[src/rtl/slot_alloc_tracker.sv]
// Busy-bit tracker for the TX slot pool: round-robin allocator on a valid/ready port,
// release by index with illegal-release flagging, and a registered free-slot count.
module slot_alloc_tracker #(
  parameter int unsigned SLOT_NUM        = 8,
  parameter int unsigned SLOT_ADDR_WIDTH = 3,
  parameter int unsigned CNT_WIDTH       = 4
) (
  input  logic                       clk,
  input  logic                       rst,
  input  logic                       i_alloc_valid,
  output logic                       o_alloc_ready,
  output logic [SLOT_ADDR_WIDTH-1:0] o_alloc_addr,
  input  logic                       i_release_req,
  input  logic [SLOT_ADDR_WIDTH-1:0] i_release_addr,
  output logic [SLOT_NUM-1:0]        o_slot_status,
  output logic [CNT_WIDTH-1:0]       o_free_cnt,
  output logic                       o_full,
  output logic                       o_empty,
  output logic                       o_release_err
);

  localparam logic [SLOT_ADDR_WIDTH-1:0] LAST_IDX  = SLOT_ADDR_WIDTH'(SLOT_NUM - 1);
  localparam logic [CNT_WIDTH-1:0]       FULL_CNT  = CNT_WIDTH'(SLOT_NUM);

  logic [SLOT_NUM-1:0]        r_status;
  logic [SLOT_ADDR_WIDTH-1:0] r_rr_ptr;
  logic [CNT_WIDTH-1:0]       r_free_cnt;
  logic                       r_full;
  logic                       r_empty;
  logic                       r_release_err;

  logic                       w_hi_found;
  logic                       w_lo_found;
  logic [SLOT_ADDR_WIDTH-1:0] w_hi_idx;
  logic [SLOT_ADDR_WIDTH-1:0] w_lo_idx;
  logic [SLOT_ADDR_WIDTH-1:0] w_cand;
  logic                       w_fire;
  logic                       w_in_range;
  logic                       w_rel_busy;
  logic                       w_rel_legal;
  logic                       w_rel_illegal;
  logic [SLOT_NUM-1:0]        w_status_d;
  logic [SLOT_ADDR_WIDTH-1:0] w_rr_ptr_d;
  logic [CNT_WIDTH-1:0]       w_free_cnt_d;

  // Two-segment search: lowest free slot at or above rr_ptr, else lowest free slot below it.
  // Descending iteration lets the last hit (the lowest index) win in each segment.
  always_comb begin
    w_hi_found = 1'b0;
    w_lo_found = 1'b0;
    w_hi_idx   = '0;
    w_lo_idx   = '0;
    for (int i = SLOT_NUM - 1; i >= 0; i--) begin
      if (!r_status[i]) begin
        if (i >= int'(r_rr_ptr)) begin
          w_hi_found = 1'b1;
          w_hi_idx   = SLOT_ADDR_WIDTH'(i);
        end else begin
          w_lo_found = 1'b1;
          w_lo_idx   = SLOT_ADDR_WIDTH'(i);
        end
      end
    end
  end

  always_comb begin
    if (w_hi_found) begin
      w_cand = w_hi_idx;
    end else if (w_lo_found) begin
      w_cand = w_lo_idx;
    end else begin
      w_cand = r_rr_ptr;
    end
  end

  assign w_fire     = i_alloc_valid & ~r_full;
  assign w_in_range = int'(i_release_addr) < SLOT_NUM;

  always_comb begin
    w_rel_busy = 1'b0;
    if (w_in_range) begin
      w_rel_busy = r_status[i_release_addr];
    end
  end

  assign w_rel_legal   = i_release_req & w_rel_busy;
  assign w_rel_illegal = i_release_req & ~w_rel_busy;

  // Alloc and legal release never target the same slot: candidate is free, release is busy.
  always_comb begin
    w_status_d = r_status;
    for (int i = 0; i < SLOT_NUM; i++) begin
      if (w_fire && (w_cand == SLOT_ADDR_WIDTH'(i))) begin
        w_status_d[i] = 1'b1;
      end
      if (w_rel_legal && (i_release_addr == SLOT_ADDR_WIDTH'(i))) begin
        w_status_d[i] = 1'b0;
      end
    end
  end

  always_comb begin
    w_rr_ptr_d = r_rr_ptr;
    if (w_fire) begin
      w_rr_ptr_d = (w_cand == LAST_IDX) ? '0 : w_cand + 1'b1;
    end
  end

  assign w_free_cnt_d = r_free_cnt - CNT_WIDTH'(w_fire) + CNT_WIDTH'(w_rel_legal);

  always_ff @(posedge clk) begin
    if (rst) begin
      r_status      <= '0;
      r_rr_ptr      <= '0;
      r_free_cnt    <= FULL_CNT;
      r_full        <= 1'b0;
      r_empty       <= 1'b1;
      r_release_err <= 1'b0;
    end else begin
      r_status      <= w_status_d;
      r_rr_ptr      <= w_rr_ptr_d;
      r_free_cnt    <= w_free_cnt_d;
      r_full        <= (w_free_cnt_d == '0);
      r_empty       <= (w_free_cnt_d == FULL_CNT);
      r_release_err <= w_rel_illegal;
    end
  end

  assign o_alloc_ready = ~r_full;
  assign o_alloc_addr  = w_cand;
  assign o_slot_status = r_status;
  assign o_free_cnt    = r_free_cnt;
  assign o_full        = r_full;
  assign o_empty       = r_empty;
  assign o_release_err = r_release_err;

endmodule

[config.mk]
export PLATFORM = sky130hd
export DESIGN_NAME = slot_alloc_tracker
export DESIGN_NICKNAME = d
export VERILOG_FILES = /design/src/rtl/slot_alloc_tracker.sv
export SDC_FILE = /design/constraint.sdc
export NUM_CORES = 1
export LEC_CHECK = 0
export ABC_AREA = 1
export CAP_MARGIN = 20
export CORE_UTILIZATION = 45
export DETAILED_ROUTE_END_ITERATION = 16
export PLACE_DENSITY_LB_ADDON = 0.2
export SETUP_SLACK_MARGIN = 0.05
export SYNTH_ARGS = -nofsm -noshare
export SYNTH_HDL_FRONTEND = slang
export SYNTH_SLANG_ARGS = --single-unit
[constraint.sdc]
create_clock -name clk -period 5.5 [get_ports clk]
set_input_delay 1.1 -clock clk [delete_from_list [all_inputs] [get_ports clk]]
set_output_delay 1.1 -clock clk [all_outputs]
set_load 0.005 [all_outputs]
# After elaboration in Yosys (flattened, before gate mapping)
# Index checks and enable logic that the tools add are counted.
# W data, S select, Z words.
op_classes:
  n_addsub: 3
  order_cmp: 8
  eq_ne: 15
  mux: 63
  bitwise: 5
  n_reduce_logical: 27
op_table:
  columns: ["operator", "n"]
  rows:
  - ["$mux W3", 32]
  - ["$mux W1", 30]
  - ["$eq A3 B3 Y1 const B", 8]
  - ["$logic_and A1 B1 Y1", 16]
  - ["$reduce_or A2 Y1", 8]
  - ["$eq A3 B2 Y1 const B", 4]
  - ["$ge A3 B3 Y1 const A", 3]
  - ["$eq A3 B1 Y1 const B", 2]
  - ["$ge A1 B3 Y1 const A", 2]
  - ["$ge A2 B3 Y1 const A", 2]
  - ["$logic_not A3 Y1", 2]
  - ["$add A4 B1 Y4", 1]
  - ["$eq A4 B4 Y1 const B", 1]
  - ["$logic_not A4 Y1", 1]
  - ["$lt A3 B4 Y1 const B", 1]
  - ["$sub A4 B1 Y4", 1]
  - ["$add A3 B1 Y3 const B", 1]
  - ["$and A1 B1 Y1", 3]
  - ["$bmux W1 S3", 1]
  - ["$not A1 Y1", 2]
totals:
  register_bits: 18
  in_bits: 7
  wordCells: 134

# Depth between registers and ports, before layout
# Gate-level depths: netlist of run 1.
depth:
  ltp_word: 19
  depth_mapped: 16
  ltp_nobuf: 16

# Worst setup path after synthesis of run 1
# No wires, ideal clock.
synth_timing:
  kind: "input port to flip-flop"
  from: "in i_release_addr[0]"
  to: "reg r_empty (netlist: o_empty)"
  setup_ps: 74
  t_arrival_ps: 2952
  t_required_ps: 5426
  slack_ps: 2474
  stages: 14
  path_cell_list: "nor2_1 -> a22oi_1 -> nand3_1 -> nand2_1 -> inv_1 -> nand2_1 -> ha_1 -> inv_1 -> ha_1 -> inv_1 -> fa_1 -> xor2_1 -> nand3_1 -> o21ai_0"
synth_via:
  elab_chain_cells: 5
synth_lines:
  columns: ["element", "line_no", "source"]
  rows:
  - ["from (decl)", "14", "input logic [SLOT_ADDR_WIDTH-1:0] i_release_addr,"]
  - ["$bmux W1 S3", "82", "w_rel_busy = r_status[i_release_addr];"]
  - ["$mux W1 (implied by the code)", "82", null]
  - ["$and A1 B1 Y1", "86", "assign w_rel_legal = i_release_req & w_rel_busy;"]
  - ["$add A4 B1 Y4", "109", "assign w_free_cnt_d = r_free_cnt - CNT_WIDTH'(w_fire) + CNT_WIDTH'(w_rel_legal);"]
  - ["$eq A4 B4 Y1", "124", "r_empty <= (w_free_cnt_d == FULL_CNT);"]
  - ["to (signal assigned)", "124", null]
  - ["to (decl)", "29", "logic r_empty;"]
# Every way passes these cells. The select of a mux whose other input is x is not followed.
# A chain may end at the register's enable or synchronous reset.

# Worst setup path in the final report of run 1
# Same ends and word-level chain as after synthesis.

==> results of run 1 <==
sequential cells by signal, indices dropped and copies added, names as in the netlist:
name           cells
o_release_err      1
r_rr_ptr           3
o_slot_status      8
o_full             1
o_free_cnt         4
o_empty            1
cells in the mapped netlist, types with 2 or more instances:
library cell | number | area, um^2
nand4_1 | 2 | 12.5
ha_1 | 10 | 125
xnor2_1 | 2 | 17.5
nor3_1 | 2 | 10.0
dfxtp_1 | 18 | 360
nand2_1 | 55 | 206
nand3_1 | 16 | 80.1
nand2_2 | 3 | 18.8
nor2_1 | 19 | 71.3
inv_1 | 25 | 93.8
nor2_4 | 2 | 22.5
o21ai_0 | 11 | 55.1
inv_2 | 5 | 18.8
a21oi_1 | 11 | 55.1
o21ai_1 | 2 | 10.0
path summary, 6_finish.rpt:
kind	endpoint	cells past startpoint
setup / recovery	o_empty$_SDFF_PP1_	15
hold / removal	o_slot_status[6]$_SDFFE_PP0P_	2
setup reg to reg	o_empty$_SDFF_PP1_	15
hold reg to reg	o_slot_status[6]$_SDFFE_PP0P_	2
stage by stage:
stage	worst slack (ns)	std cells	power, mW	hold slack (ns)
2_1_floorplan	2.47	194	0.534	0.478
3_3_place_gp	1.82	248	0.695	0.519
3_5_place_dp	1.68	248	0.712	0.527
4_1_cts	1.99	252	0.797	0.542
5_1_grt	1.71	252	0.874	0.571
6_report	1.97	252	0.794	0.547
cells by family after synthesis:
| group | count (synthesis) |
|---|---|
| AO/OA/AOI/OAI | 29 |
| AND/OR/NAND/NOR | 102 |
| buffers and inverters | 31 |
| flip-flops | 18 |
| XOR/XNOR | 3 |
| adder cells (fa/ha/maj) | 11 |
worst max-delay path: stages:
cell,delay [ns]
clkdlybuf4s50_1,0.47
nor2_1,0.26
a22oi_1,0.14
nand3_1,0.08
nand2_1,0.05
inv_1,0.06
nand2_1,0.15
ha_1,0.32
inv_1,0.06
ha_1,0.15
inv_1,0.06
fa_1,0.37
xor2_1,0.19
nand3_1,0.11
o21ai_0,0.16
placed cells by master, fill, tap and decap left out:
master           instances
nand3_1                 16
a21oi_1                 11
nor2_1                  19
nor2_4                   2
a31oi_1                  1
ha_1                    10
nor3_1                   2
nand4_1                  2
xor2_1                   1
nor3_2                   1
fa_1                     1
o21ai_0                 11
a21oi_4                  1
inv_2                    5
clkbuf_8                 1
o21ai_1                  2
nor2_2                   1
a22oi_1                  1
clkbuf_4                 3
inv_1                   25
or2_0                    1
xnor2_1                  2
nand2_2                  3
nand2_1                 55
a31oi_2                  1
o22ai_1                  1
clkdlybuf4s50_1         25
dfxtp_1                 18
where the power goes:
group	switching, mW	internal, mW
logic	0.272	0.225
clock network	0.0407	0.0403
registers	0.0440	0.171
layer usage:
layer	share of wire [%]	track usage, %	wire (um)
met1	47	28.2	1380
met2	48	39.0	1420
met3	4.5	2.73	133
met4	0.78	6.67	23
met5	0	0	0
area by class of cell:
class                      instances  area, um^2  share of cell area, %
timing repair buffer              25         250                   15.8
multi-input combinational        145         785                   49.6
clock buffer                       4        36.3                   2.29
sequential                        18         360                   22.8
tap                               30        37.5                   2.37
inverter                          30         113                   7.12
==> flow_metrics.tcl, run 1 <==
set metrics [dict create \
    status "finished, final reports clean" \
    insertedDiodeCount 0 \
    cts.sinks 18 \
    root_buffer "clkbuf_4" \
    dp_hpwl_um 2450 \
    setup_violations 0 \
    synth_flop_cell "dfxtp_1" \
    fin_util_pct 61.6 \
    globalRouteTotalUtil_pct 22.2 \
    cts_resized 0 \
    crit_fanout 9 \
    wl_um 2960 \
    cts_buffers 3 \
    synth_warnings 0 \
    drive_gt1_share_pct 8.11 \
    dieHeight_um 54.9 \
    synth_compound_area_share_pct 13.4 \
    crit_arrival_ns 3.75 \
    drtAntennaViolNets 0 \
    synth_cell_type_count 26 \
    r2r-start "o_slot_status[3]$_SDFFE_PP0P_" \
    postLayoutCellArea_um2 1580 \
    ioPinCount 26 \
    synth_edf_count 0 \
    ys_ff_latch 18 \
    dr_total_vias 1285 \
    syn_area_per_cell_um2 6.50 \
    crit_type "in2reg" \
    clock.fmax_ghz 0.283 \
    dpl_cell_area_um2 1550 \
    end_kind "register" \
    leakage_nw 0.718 \
    fin_worst_skew_ns 0.00632 \
    rows 18 \
    vias_per_cell 5.10 \
    cap_viol_max_count 0 \
    cts_tree "done" \
    synth_nets 212 \
    cts_setup_buffers 0 \
    hold_buffers 0 \
    die_w_um 54.9 \
    async_flop_share_pct 0 \
    post-route-period-util_pct 64.2 \
    min_path_type "reg2reg" \
    nFillCells 245 \
    wl_per_cell_um 11.7 \
    setup_tns_ns 0 \
    port_buffers 25 \
    clockBufferDepth 2 \
    synthCells 194 \
    drv_slew 0 \
    finalHoldViolCount 0 \
    hp-start "o_slot_status[6]$_SDFFE_PP0P_" \
    grt_max_degree 13 \
    muxShareOfSynthArea_pct 0 \
    pwr_density_cell_nw_per_um2 502 \
    drtIter0Drc 35 \
    dieArea_um2 3020 \
    place_congestion 0.927 \
    path_clk_slew_ns 0.11 \
    antenna_found_initial 0 \
    r2r_slack_ns 2.96 \
    min_period_ns 3.53 \
    dr.pass1.iters 4 \
    tightest_slew_ns 0.318 \
    grt_overflow_total 0 \
    h-tree-depth 1 \
    seq_area_frac_synth_pct 28.6 \
    maxSlewHeadroom_pct 78.7 \
    syn_to_final_growth_pct 25.4 \
    synth_xor_xnor_area_share_pct 2.08 \
    clkLatencyLatePin_ns 0.29 \
    crit_required_ns 5.72 \
    coreArea_um2 2570 \
    crit_start "i_release_addr[0]" \
    startpoint_type "input pin" \
    drc_errors 0 \
    grt_pass1_vias 1164 \
    synth_top_family_by_area "simple AND/OR/NAND/NOR gates" \
    mappedNetlistArea_um2 1260 \
    grt_pass1_wl_um 4800 \
    initial_core_util_pct 49.1 \
    vdd_drop_max_uv 366 \
    yosys.area_share.adder_pct 11.5 \
    rsz0062_at_grt "false" \
    fin_nets 241 \
    synthSimpleGateAreaFrac_pct 35.2 \
]
(Power assumes the default switching activity.)
==> run 2, diff against run 1 <==
- clock period: 5.5 -> 3.5 ns (I/O delays scaled with it)
==> run 2 against run 1 <==
Against the previous run:
- clock-buffer cell count unchanged
- global-route usage up 0.56 points
- non-clock buffer count rose by 1
- first-iteration DRC count up 17%
- core utilization rose by 0.29 points
- power rose by 58%
- die area is the same
- combinational power increased by 59%
- sequential share of layout area fell by 0.11 points
- clock power is 58% higher
- cell area grew 0.47%
==> flow_metrics.tcl, run 2 (same netlist as run 1, synthesis figures left out) <==
set metrics [dict create \
    status "finished, final reports clean" \
    initial_core_util_pct 49.1 \
    path_clk_slew_ns 0.10 \
    place_congestion 0.966 \
    grt_max_degree 13 \
    crit_chain "clkdlybuf4s50_1 > nor2_1 > a22oi_1 > nand3_1 > nand2_1 > inv_1 > nand2_1 > ha_1 > inv_1 > ha_1 > inv_1 > fa_1 > xor2_1 > nand3_1 > o21ai_0" \
    dieArea_um2 3020 \
    setup_violations 0 \
    layout_commonest_cell "nand2_1" \
    leakage_nw 0.722 \
    crit_arrival_ns 3.26 \
    clockBufferDepth 2 \
    coreArea_um2 2570 \
    startpoint_type "input pin" \
    rows 18 \
    die_w_um 54.9 \
    post-route-period-util_pct 86.9 \
    drtIter0Drc 41 \
    pwr-share-comb_pct 62.7 \
    tightest_slew_ns 0.324 \
    drv_slew 0 \
    fin_worst_skew_ns 0.00115 \
    clock.fmax_ghz 0.329 \
    min_period_ns 3.04 \
    cpPeakStageDelay_ns 0.47 \
    rsz0062_at_grt "false" \
    crit_top_cell "inv_1" \
    dieHeight_um 54.9 \
    cts.sinks 18 \
    dr.pass1.iters 4 \
    finalHoldViolCount 0 \
    port_buffers 25 \
    root_buffer "clkbuf_4" \
    worst-path-buf-inv 4 \
    grt_pass1_wl_um 4960 \
    dpl.cell_count 249 \
    cts_setup_buffers 0 \
    dr_total_vias 1344 \
    crit_required_ns 3.72 \
    cts_tree "done" \
    drc_errors 0 \
    syn_to_final_growth_pct 26.0 \
    path_delay_family "adder cells" \
    intPower_mw 0.688 \
    cts_buffers 3 \
    grt_overflow_total 0 \
    maxSlewHeadroom_pct 78.4 \
    crit_fanout 5 \
    vdd_drop_max_uv 586 \
    path_depth 15 \
    final_cells 253 \
    dp_hpwl_um 2500 \
    cap_viol_max_count 0 \
    crit_end "o_empty$_SDFF_PP1_" \
    hold_buffers 0 \
    grt_pass1_vias 1205 \
    antenna_found_initial 0 \
    fin_util_pct 61.9 \
    setup_tns_ns 0 \
    pwr_density_cell_nw_per_um2 791 \
    crit_type "in2reg" \
    ioPinCount 26 \
    r2r-start "o_slot_status[7]$_SDFFE_PP0P_" \
    fin_nets 242 \
    r2r.worst_path.cells 15 \
    drtAntennaViolNets 0 \
    r2r-end "o_empty$_SDFF_PP1_" \
    clock_power_share_pct 10.2 \
    final_cell_mix "55 x nand2_1, 25 x inv_1, 25 x clkdlybuf4s50_1, 19 x nor2_1, 18 x dfxtp_1" \
    wl_um 3050 \
    largest_reg_flops 8 \
    h-tree-depth 1 \
    insertedDiodeCount 0 \
    drive_gt1_share_pct 8.52 \
    crit_start "i_release_addr[0]" \
    cts_resized 0 \
    min_path_type "reg2reg" \
    wl_per_cell_um 12.1 \
    nFillCells 254 \
    end_kind "register" \
    crit_slowest_cell "clkdlybuf4s50_1" \
    vias_per_cell 5.31 \
    power_switching_mw 0.569 \
    switching_share_pct 45.3 \
    clkLatencyLatePin_ns 0.29 \
    r2r_slack_ns 1.07 \
    globalRouteTotalUtil_pct 22.8 \
    p_seq_share_pct 27.1 \
]
## run 2: metal layers
| metal | vias up | wire length, um | GRT usage (%) |
|---|---|---|---|
| met4 | 0 | 23 | 5.42 |
| met5 | - | 0 | 0 |
| met3 | 4 | 172 | 3.28 |
| li1 | 674 | - | - |
| met1 | 621 | 1360 | 29.4 |
| met2 | 45 | 1490 | 39.8 |
## run 2: worst reg2reg max path, cell delays in order, from the launching register on
cell	delay (ns)
dfxtp_1	0.42
inv_1	0.11
nor2_1	0.12
a21oi_1	0.06
nand3_1	0.08
nand2_1	0.06
inv_1	0.06
nand2_1	0.07
ha_1	0.27
inv_1	0.05
ha_1	0.15
inv_1	0.05
fa_1	0.37
xor2_1	0.20
nand3_1	0.12
o21ai_0	0.18
## run 2: how the worst min path moves through the flow
stage / to / slack, ns / from / depth (start not counted)
final: o_slot_status[6]$_SDFFE_PP0P_ / 0.55 / o_slot_status[6]$_SDFFE_PP0P_ / 2
after global routing: r_rr_ptr[0]$_SDFFE_PP0P_ / 0.58 / r_rr_ptr[0]$_SDFFE_PP0P_ / 2
after CTS: r_rr_ptr[0]$_SDFFE_PP0P_ / 0.55 / r_rr_ptr[0]$_SDFFE_PP0P_ / 2
after detailed placement: r_rr_ptr[0]$_SDFFE_PP0P_ / 0.53 / r_rr_ptr[0]$_SDFFE_PP0P_ / 2
after global placement: r_rr_ptr[0]$_SDFFE_PP0P_ / 0.52 / r_rr_ptr[0]$_SDFFE_PP0P_ / 2
after floorplan: r_rr_ptr[0]$_SDFFE_PP0P_ / 0.48 / r_rr_ptr[0]$_SDFFE_PP0P_ / 2
## run 2: through the flow
| stage | worst slack, ns | cell area, um^2 | power [mW] | hold slack, ns |
|---|---|---|---|---|
| 6_report | 0.459 | 1590 | 1.26 | 0.546 |
| 5_1_grt | 0.217 | 1590 | 1.38 | 0.577 |
| 4_1_cts | 0.480 | 1590 | 1.26 | 0.545 |
| 3_5_place_dp | 0.186 | 1550 | 1.12 | 0.529 |
| 3_3_place_gp | 0.352 | 1550 | 1.09 | 0.520 |
| 2_1_floorplan | 0.874 | 1260 | 0.840 | 0.478 |
## run 2: area by class of cell
| class | instances | area (um^2) | area share [%] |
|---|---|---|---|
| clock buffer | 4 | 36.3 | 2.28 |
| inverter | 30 | 113 | 7.09 |
| sequential | 18 | 360 | 22.7 |
| timing repair buffer | 26 | 258 | 16.2 |
| multi-input combinational | 145 | 785 | 49.4 |
| tap | 30 | 37.5 | 2.36 |
## run 2: power by group through the flow
stage                     Combinational (mW)  Sequential (mW)  Clock [mW]
after floorplan                        0.507            0.333           0
after global placement                 0.753            0.340           0
after detailed placement               0.779            0.343           0
after CTS                              0.785            0.339       0.131
after global routing                   0.887            0.349       0.142
final                                  0.788            0.341       0.128
==> RTL edit (config.mk and constraints of run 2) <==
Register the output `o_release_err` once more, cleared by the reset; this adds one clock of latency there. The other outputs are not delayed to match.
--- a/src/rtl/slot_alloc_tracker.sv
+++ b/src/rtl/slot_alloc_tracker.sv
@@ -132,7 +132,13 @@
   assign o_free_cnt    = r_free_cnt;
   assign o_full        = r_full;
   assign o_empty       = r_empty;
-  assign o_release_err = r_release_err;
+  always_ff @(posedge clk) begin
+    if (rst) begin
+      o_release_err <= '0;
+    end else begin
+      o_release_err <= r_release_err;
+    end
+  end
 
 endmodule
 
Formal check against the unedited RTL: not equivalent (a bounded check fails within 4 cycles, from zero or initial values and one cycle with rst high).
==> RTL edit against run 2 <==
Routed wire length is 3.6% lower; hold slack lost 0.12 ns; area after synthesis rose by 6.1%; die area grew 5.8%; final cell count rose by 4.3%; core utilization fell by 3.1 points; power down 1.6%; sequential cell count is 1 higher; setup slack worse by 0.10 ns; sequential power hardly changed; combinational power about the same; largest power group unchanged; critical path type unchanged; clock power down 14%; highest routed layer unchanged; critical endpoint unchanged; design area grew 2.8%.
==> RTL edit: results (changes against run 2) <==
Run status
  • Status: complete, no violations

GRT
  • Largest net degree at the start of global routing: 13 (unchanged)
  • Met3 usage: 2.76% (-0.51 points)
  • Global-route wire length before repair: 4970 um (+0.14%)
  • Vias in the first global route: 1183 (-1.8%)
  • Grt met2 use: 33.1% (-6.6 points)
  • Routing usage on met1: 26.6% (-2.7 points)
  • All-Layer GR Usage: 20.0% (-2.8 points)

Setup path
  • CP arrival: 3.37 ns (+0.11 ns)
  • R2R setup slack: 0.96 ns (-0.11 ns)
  • Reg2reg start: o_slot_status[5]
  • Worst-path fanout max: 6 (+1)
  • CP endpoint: o_empty

Layout
  • Non-clock buffer share of cell area: 15.3% (-0.91 points)
  • Area of the multi-input gates: 810 um2 (+3.2%)
  • Non-clock buffers: 25 (-3.8%)
  • Logic inverters: 34 (+13%)
  • Seq. cell area: 380 um2 (+5.6%)
  • FF+latch count: 19 (+1)
  • FILL cells: 273 (+7.5%)
  • Nets@finish: 252 (+4.1%)
  • Fraction of layout cells with a size suffix above 1: 9.44% (+0.92 points)
  • Comb_multi_in: 151 (+4.1%)

Drt
  • DR iter-0 viols: 61 (+49%)
  • Met3 wire len: 72 um (-58%)
  • Via density per instance: 4.91 (-7.7%)
  • DR WL/cell: 11.1 um (-7.7%)
  • M1 WL: 1500 um (+10%)
  • WL met2: 1350 um (-9.6%)
  • Via count: 1295 (-3.6%)

Worst hold path
  • Worst Hold Path EP: o_release_err
  • Hold path start: r_release_err

Logic synthesis
  • Synth cell types: 31 (+19%)
  • Post-synthesis compound-gate area fraction: 10.1% (-3.3 points)
  • Synthesized-area fraction occupied by adder cells: 10.9% (-0.66 points)
  • Top post-synthesis cells by area: dfxtp_1, nand2_1, ha_1
  • Syn_area_per_cell: 6.46 um2 (-0.61%)
  • Syn nets: 225 (+6.1%)
  • Sequential fraction of the synthesis area: 28.4% (-0.13 points)

Power
  • Max rail drop VDD: 0.565 mV (-3.5%)
  • Leak: 0.770 nW (+6.6%)

Timing
  • Min Hold Slack: 0.428 ns (-0.119 ns)
  • Worst slew pin tran: 0.345 ns (+0.0210 ns)
  • Clock Skews: 0.00225 ns (+0.00109 ns)
  • Period utilization: 89.8% (+2.9 points)

Place
  • DPL Wire Length: 2440 um (-2.3%)
  • Place WS: 0.0842 ns (-0.101 ns)
  • Routability cong.: 0.899 (-6.9%)
  • Dpl cells: 260 (+4.4%)
  • Area after DPL: 0.00161 mm2 (+3.5%)

Clock network
  • Clk slew on worst S/H paths: 0.10 ns (about the same)
-- RTL edit: changes by cell type after synthesis, sizes merged, moves of 2 or more --
cell | run 2 | this run
clkinv | 0 | 2
inv | 30 | 32
buf | 0 | 2
nand2 | 58 | 66
nor3 | 3 | 5
nand3 | 16 | 14
a31oi | 2 | 0
o21ai | 13 | 6
nor2 | 22 | 26
-- RTL edit: where the power goes --
part	internal (mW)	leakage [nW]	switching, mW
clock	0.0444	0.0150	0.0658
combinational	0.359	0.599	0.426
sequential	0.280	0.156	0.0619
total	0.684	0.770	0.553
-- RTL edit: kinds of logic after synthesis --
logic type | count (synthesis)
AND/OR/NAND/NOR | 115
flip-flops | 19
buffers and inverters | 37
XOR/XNOR | 3
adder cells (fa/ha/maj) | 11
AO/OA/AOI/OAI | 22
